## config.mk

```make
export PLATFORM = sky130hd
export DESIGN_NAME = pid_pwm_drive
export DESIGN_NICKNAME = d
export VERILOG_FILES = /design/src/rtl/pid_pwm_pkg.sv /design/src/rtl/pid_mag_sat.sv /design/src/rtl/pid_pwm_drive.sv
export SDC_FILE = /design/constraint.sdc
export NUM_CORES = 1
export LEC_CHECK = 0
export CAP_MARGIN = 15
export CORE_ASPECT_RATIO = 0.5
export CORE_MARGIN = 1
export CORE_UTILIZATION = 40
export CTS_CLUSTER_DIAMETER = 50
export DETAILED_ROUTE_END_ITERATION = 8
export GPL_TIMING_DRIVEN = 1
export PLACE_DENSITY = 0.64
export SYNTH_ARGS = -nofsm -noshare
export SYNTH_HDL_FRONTEND = slang
export SYNTH_HIERARCHICAL = 1
export SYNTH_SLANG_ARGS = --single-unit
```

## constraint.sdc

```tcl
create_clock -name clk -period 1.75 [get_ports clk]
set_input_delay 0.2625 -clock clk [delete_from_list [all_inputs] [get_ports clk]]
set_output_delay 0.2625 -clock clk [all_outputs]
set_load 0.005 [all_outputs]
```

## src/rtl/pid_pwm_pkg.sv

```systemverilog
// Shared constants, helper and command record for the PID actuator drive.
//   DefWidth / DefCntWidth / DefShift : default controller word, PWM counter
//                                       and magnitude shift widths.
//   DutyMax()                         : top PWM count for a counter width.
//   pwm_cmd_t                         : {duty, dir, sat}; used for both the
//                                       shadow and the active command.
package pid_pwm_pkg;

  localparam int unsigned DefWidth    = 18;
  localparam int unsigned DefCntWidth = 10;
  localparam int unsigned DefShift    = 7;

  // Duty field is sized for the widest supported counter; narrower
  // counters zero-extend into it.
  localparam int unsigned DutyBits    = 16;

  function automatic int unsigned DutyMax(input int unsigned cnt_width);
    return (32'd1 << cnt_width) - 32'd1;
  endfunction

  typedef struct packed {
    logic [DutyBits-1:0] duty;
    logic                dir;
    logic                sat;
  } pwm_cmd_t;

endpackage

```

## src/rtl/pid_mag_sat.sv

```systemverilog
// Signed controller word -> sign/magnitude duty with saturation.
//   u_in : signed controller output (two's complement), Width bits
//   duty : min(|u_in| >> Shift, DutyMax), CntWidth bits
//   dir  : 1 = negative command
//   sat  : scaled magnitude exceeded DutyMax
// Purely combinational.
module pid_mag_sat
  import pid_pwm_pkg::*;
#(
  parameter int unsigned Width    = DefWidth,
  parameter int unsigned CntWidth = DefCntWidth,
  parameter int unsigned Shift    = DefShift
) (
  input  logic [Width-1:0]    u_in,
  output logic [CntWidth-1:0] duty,
  output logic                dir,
  output logic                sat
);

  localparam logic [Width:0] MaxScaled = (Width+1)'(DutyMax(CntWidth));

  logic [Width:0] w_ext;
  logic [Width:0] w_mag;
  logic [Width:0] w_scaled;

  // One extra bit so the most negative input has a representable magnitude.
  always_comb begin
    w_ext    = {u_in[Width-1], u_in};
    w_mag    = u_in[Width-1] ? ((~w_ext) + {{Width{1'b0}}, 1'b1}) : w_ext;
    w_scaled = w_mag >> Shift;
    sat      = (w_scaled > MaxScaled);
    duty     = sat ? '1 : w_scaled[CntWidth-1:0];
    dir      = u_in[Width-1];
  end

endmodule

```

## src/rtl/pid_pwm_drive.sv

```systemverilog
// Actuator end of the PID loop: handshake-in of the controller word,
// double-buffered duty, fixed-period PWM with direction, per-period strobe.
//   clk, rst      : clock, asynchronous active-low reset
//   enable        : run control; low parks the PWM and clears the active duty
//   u_in/u_valid  : signed controller word and its valid
//   u_ready       : shadow register free
//   pwm_out       : PWM drive (registered)
//   dir_out       : 1 = negative command (registered)
//   sat_flag      : active duty was clipped (registered)
//   sample_tick   : one-cycle strobe per period, cycle after the wrap
module pid_pwm_drive
  import pid_pwm_pkg::*;
#(
  parameter int unsigned Width    = DefWidth,
  parameter int unsigned CntWidth = DefCntWidth,
  parameter int unsigned Shift    = DefShift
) (
  input  logic             clk,
  input  logic             rst,
  input  logic             enable,
  input  logic [Width-1:0] u_in,
  input  logic             u_valid,
  output logic             u_ready,
  output logic             pwm_out,
  output logic             dir_out,
  output logic             sat_flag,
  output logic             sample_tick
);

  localparam logic [CntWidth-1:0] CntMax = CntWidth'(DutyMax(CntWidth));

  logic [CntWidth-1:0] w_duty;
  logic                w_dir;
  logic                w_sat;
  pwm_cmd_t            w_cmd;
  logic                w_wrap;
  logic                w_accept;
  logic                w_apply;

  logic [CntWidth-1:0] r_cnt;
  pwm_cmd_t            r_shadow;
  pwm_cmd_t            r_act;
  logic                r_pending;
  logic                r_ready;

  pid_mag_sat #(
    .Width    (Width),
    .CntWidth (CntWidth),
    .Shift    (Shift)
  ) u_mag_sat (
    .u_in (u_in),
    .duty (w_duty),
    .dir  (w_dir),
    .sat  (w_sat)
  );

  always_comb begin
    w_cmd      = '0;
    w_cmd.duty = DutyBits'(w_duty);
    w_cmd.dir  = w_dir;
    w_cmd.sat  = w_sat;
    w_wrap     = enable && (r_cnt == CntMax);
    w_accept   = u_valid && r_ready;
    // Only a word already pending at the start of the wrap cycle is applied;
    // an accept in that same cycle waits for the following wrap.
    w_apply    = w_wrap && r_pending;
  end

  assign u_ready = r_ready;

  always_ff @(posedge clk or negedge rst) begin
    if (!rst) begin
      r_cnt       <= '0;
      r_shadow    <= '0;
      r_act       <= '0;
      r_pending   <= 1'b0;
      r_ready     <= 1'b1;
      pwm_out     <= 1'b0;
      dir_out     <= 1'b0;
      sat_flag    <= 1'b0;
      sample_tick <= 1'b0;
    end else begin
      if (!enable) begin
        r_cnt <= '0;
        r_act <= '0;
      end else begin
        r_cnt <= r_cnt + CntWidth'(1);
        if (w_apply) r_act <= r_shadow;
      end

      if (w_accept) r_shadow <= w_cmd;

      // r_ready mirrors !r_pending so u_ready comes straight from a flop.
      if (w_apply) begin
        r_pending <= 1'b0;
        r_ready   <= 1'b1;
      end else if (w_accept) begin
        r_pending <= 1'b1;
        r_ready   <= 1'b0;
      end

      pwm_out     <= enable && (DutyBits'(r_cnt) < r_act.duty);
      dir_out     <= r_act.dir;
      sat_flag    <= r_act.sat;
      sample_tick <= w_wrap;
    end
  end

endmodule
```

After elaboration in Yosys (flattened, before gate mapping)
Index checks and enable logic that the tools add are counted.
{"block": "totals", "reg_bits": 46, "in_bits": 22, "out_inout_bits": 5, "word_cells": 34}
{"block": "op_classes", "n_addsub": 2, "order_cmp": 2, "n_eq_ne": 2, "muxes": 9, "bitwise": 1, "reduce_logical": 5}
{"op": "$mux W18", "count": 2}
{"op": "$mux W10", "count": 2}
{"op": "$add A19 B1 Y19 const B", "count": 1}
{"op": "$mux W19", "count": 1}
{"op": "$not A19 Y19", "count": 1}
{"op": "$lt A10 B16 Y1", "count": 1}
{"op": "$gt A12 B10 Y1 const B", "count": 1}
{"op": "$add A10 B1 Y10 const B", "count": 1}
{"op": "$eq A10 B10 Y1 const B", "count": 1}
{"op": "$logic_and A1 B1 Y1", "count": 4}
{"op": "$mux W1", "count": 4}
{"op": "$ne A2 B1 Y1 const B", "count": 1}
{"op": "$reduce_bool A2 Y1", "count": 1}

Logic depth before layout (Yosys ltp)
{"block": "logic_depth", "depth_word": 5, "ltp_mapped": 6, "ltp_nobuf": 6}

Cells and area by module
The synthesis kept the hierarchy.
{"mod": "pid_pwm_drive", "n_inst": 1, "cells_per_inst": 165, "area_per_inst_um2": 1886.8, "seq_area_each_um2": 1002.2}
{"mod": "pid_mag_sat", "n_inst": 1, "cells_per_inst": 51, "area_per_inst_um2": 371.6, "seq_area_each_um2": 0.0}

Worst setup path after synthesis
No wires, ideal clock.
{"block": "synth_path", "path_kind": "in2reg", "from": "input u_in[4]", "to": "register r_shadow[10] in the netlist's numbering", "setup_ns": 0.125, "arrival_ns": 1.712, "required_ns": 1.625, "setup_slack_ns": -0.086, "stages": 6, "path_buffers": 1, "path_cell_list": "or4_4 buf_6 nand4bb_4 nor4b_1 nor3_1 mux2_2"}
{"block": "synth_via", "elab_chain_len": 5}
{"item": "from (decl)", "line": "pid_pwm_drive.sv:21", "text": "input logic [Width-1:0] u_in,"}
{"item": "$not A19 Y19 *", "line": "pid_mag_sat.sv:29", "text": "w_mag = u_in[Width-1] ? ((~w_ext) + {{Width{1'b0}}, 1'b1}) : w_ext;"}
{"item": "$add A19 B1 Y19 *", "line": "pid_mag_sat.sv:29"}
{"item": "$mux W19 *", "line": "pid_mag_sat.sv:29"}
{"item": "$gt A12 B10 Y1", "line": "pid_mag_sat.sv:31", "text": "sat = (w_scaled > MaxScaled);"}
{"item": "$mux W10 *", "line": "pid_mag_sat.sv:32", "text": "duty = sat ? '1 : w_scaled[CntWidth-1:0];"}
{"item": "via w_duty[8]", "line": "pid_pwm_drive.sv:32", "text": "logic [CntWidth-1:0] w_duty;"}
{"item": "to (signal assigned)", "line": "pid_pwm_drive.sv:91", "text": "if (w_accept) r_shadow <= w_cmd;"}
{"item": "to (decl)", "line": "pid_pwm_drive.sv:41", "text": "pwm_cmd_t r_shadow;"}
Mark *: on every way through the listed nets, which the timed path passes. The rest lies on a longest branch.
A chain may end at the register's enable or synchronous reset.

Final worst setup path
{"block": "layout_path", "from": "input u_in[1]", "to": "register r_shadow[7] in the netlist's numbering"}
Same word-level chain as after synthesis.

==> results_dict.tcl <==
set metrics [dict create \
    maxSlewViolCount 0 \
    dieArea_um2 5969 \
    drcViolationCount 0 \
    antenna_left 0 \
    tightest_slew_ns 0.5134 \
    p_per_area_nw_per_um2 701.4 \
    post_drt_wl_per_cell_um 12.89 \
    yosys_warnings 6 \
    port_buffers 26 \
    regToRegSetupSlack_ns 0.28 \
    yosysSeqAreaShare_pct 44.38 \
    max_cap_viol_count 0 \
    crit_type "in2reg" \
    clock-root-buffer "clkbuf_16" \
    routed_via_density 5.101 \
    grt_pass1_wl_um 7438 \
    dieHeight_um 55.13 \
    drive_above_1_share_pct 28.46 \
    io_pins 27 \
    setup_ws_ns 0.02353 \
    status "completed" \
    r2r_cells 6 \
    dpl_worst_slack_ns -0.4918 \
    whs_ns 0.03991 \
    grt_pass1_vias 1621 \
    dp_hpwl_um 3018 \
    gr-total-overflow 0 \
    required_ns 1.92 \
    maxSlewHeadroom_pct 65.78 \
    crit_fanout 3 \
    arrival_ns 1.89 \
    final_hold_viol_count 0 \
    cts_hold_buf 0 \
    max_freq_ghz 0.5792 \
    rsz0062_at_grt "yes" \
    hold_path.class "in2async" \
    synth-seq-cells 40 \
    r2r_start "r_cnt[0]$_DFF_PN0_" \
    r2r_end "r_act[11]$_DFFE_PN0P_" \
    synth-async-reset-ratio_pct 100.0 \
    ir_drop_uv 403.8 \
    die_x_um 108.3 \
    end_kind "flop" \
    place_congestion 0.8185 \
    clk_latency_ns 0.28 \
    cts_tree "done" \
    grt_max_degree 41 \
    clk_pin_slew_ns 0.06 \
    syn_area_per_cell_um2 10.46 \
    clock_skew_ns 0.003405 \
    ys_types 44 \
    synth.cell_area_um2 2258 \
    grtUsageTotal_pct 16.66 \
    cp-start-kind "input port" \
    postPlaceCellArea_um2 2720 \
    fin_nets 298 \
    syn_inst 216 \
    rows 18 \
    syn_nets 248 \
    clock_sinks 40 \
    core_um2 5180 \
    antenna_found_initial 0 \
    p_leak_nw 1.406 \
    yosys_most_used_dff "dfrtp_1" \
    n_antenna_cell 0 \
    final_util_pct 57.05 \
    period_share_pct 98.66 \
    drtPass1Iterations 4 \
    numCtsBuffers 5 \
    start_util_pct 43.60 \
    cts_buffer_depth 2 \
    design_area_um2 2955 \
    synth_edf_count 0 \
    power.total_mw 2.073 \
    cts_max_level 2 \
    setup_viol 0 \
    post-route-min-period_ns 1.726 \
    area_growth_pct 30.86 \
    vias 1719 \
    finalWirelength_um 4345 \
    first_iter_violations 53 \
]
layout by cell type, fill, tap and decap left out, types with 3 or more instances in the layout:
cell,instances
o21ai_0,11
nand3_1,18
buf_4,23
and2_1,7
nand2_1,23
clkbuf_16,5
mux2_2,10
nand4_1,4
dlygate4sd2_1,7
xor2_1,9
inv_1,12
nor3_1,5
dfrtp_1,39
or4_4,3
clkdlybuf4s50_1,14
ha_1,10
buf_6,3
o21ai_2,7
nor2_1,6
xnor2_1,3
worst max-delay path: stages:
cell     delay, ns
buf_8         0.09
or4_4         0.56
buf_6         0.14
o41ai_4       0.33
xor2_1        0.18
nand2_1       0.07
mux2_4        0.27
sequential cells by signal (all words and copies together), names as in the netlist:
register	flops
r_act	12
r_shadow	12
r_cnt	10
dir_out	1
pwm_out	1
r_pending	1
sample_tick	1
sat_flag	1
u_ready	1
metal layers:
metal / part of all wire, % / global-route usage [%] / vias up
met4: 1.7 / 7.432 / 0
met5: 0 / 0 / -
met1: 50 / 21.96 / 812
li1: - / - / 866
met3: 4.1 / 3.513 / 6
met2: 44 / 27.18 / 35
how the worst max path moves through the flow:
stage	from	to	slack [ns]
6_report	u_in[1]	r_shadow[7]$_DFFE_PN0P_	0.02
5_1_grt	u_in[1]	r_shadow[7]$_DFFE_PN0P_	-0.03
4_1_cts	u_in[1]	r_shadow[10]$_DFFE_PN0P_	0.003
3_5_place_dp	u_in[4]	r_shadow[5]$_DFFE_PN0P_	-0.49
3_3_place_gp	u_in[4]	r_shadow[7]$_DFFE_PN0P_	-0.47
2_1_floorplan	u_in[4]	r_shadow[5]$_DFFE_PN0P_	-0.08
through the flow:
stage                     cells  setup TNS, ns
after floorplan             216        -0.2887
after global placement      323         -4.345
after detailed placement    323         -4.571
after CTS                   335              0
after global routing        337       -0.08279
final                       337              0
cells in the mapped netlist (3+ instances only):
cell type  number  share of area (%)
mux2_2         12                6.0
nor3_1          6                1.3
o31ai_1         3                1.0
clkbuf_1        4               0.66
nand3_1        18                4.0
o21ai_2         7                2.7
xnor2_1         3                1.2
xor2_1          9                3.5
nand4_1         4                1.1
nor2_1          6                1.0
ha_1           10                5.5
nand2_1        23                3.8
and2_1          7                1.9
o21ai_0        11                2.4
inv_1          12                2.0
dfrtp_1        39                 43
or3_1           3               0.83
buf_6           4                2.0
logic make-up after synthesis:
logic type	after synthesis	share of synthesized area [%]
buf+inv	23	5.429
simple gates	84	22.33
flops	40	44.38
fa+ha+maj	10	5.540
compound gates	34	11.25
mux	13	6.427
xor+xnor	12	4.654
area by class of cell:
cell class,count,area [um2]
clock buffer,6,138.9
clock inverter,2,15.01
fill,436,2225
inverter,12,45.04
multi-input combinational,154,1189
sequential,40,1002
tap,70,87.58
timing repair buffer,53,478.0
report_power, final:
part	internal [mW]	total (mW)	switching, mW
sequential	0.933	0.941	0.00771
combinational	0.112	0.213	0.102
clock	0.566	0.919	0.353
repair_timing:
action	4_1_cts	5_1_grt
setup endpoints to repair	10	6
buffers inserted	3	2
gates cloned	1	0
resized for setup	24	10
pin swaps	10	4
No activity file was read; power rests on OpenSTA's default activity.
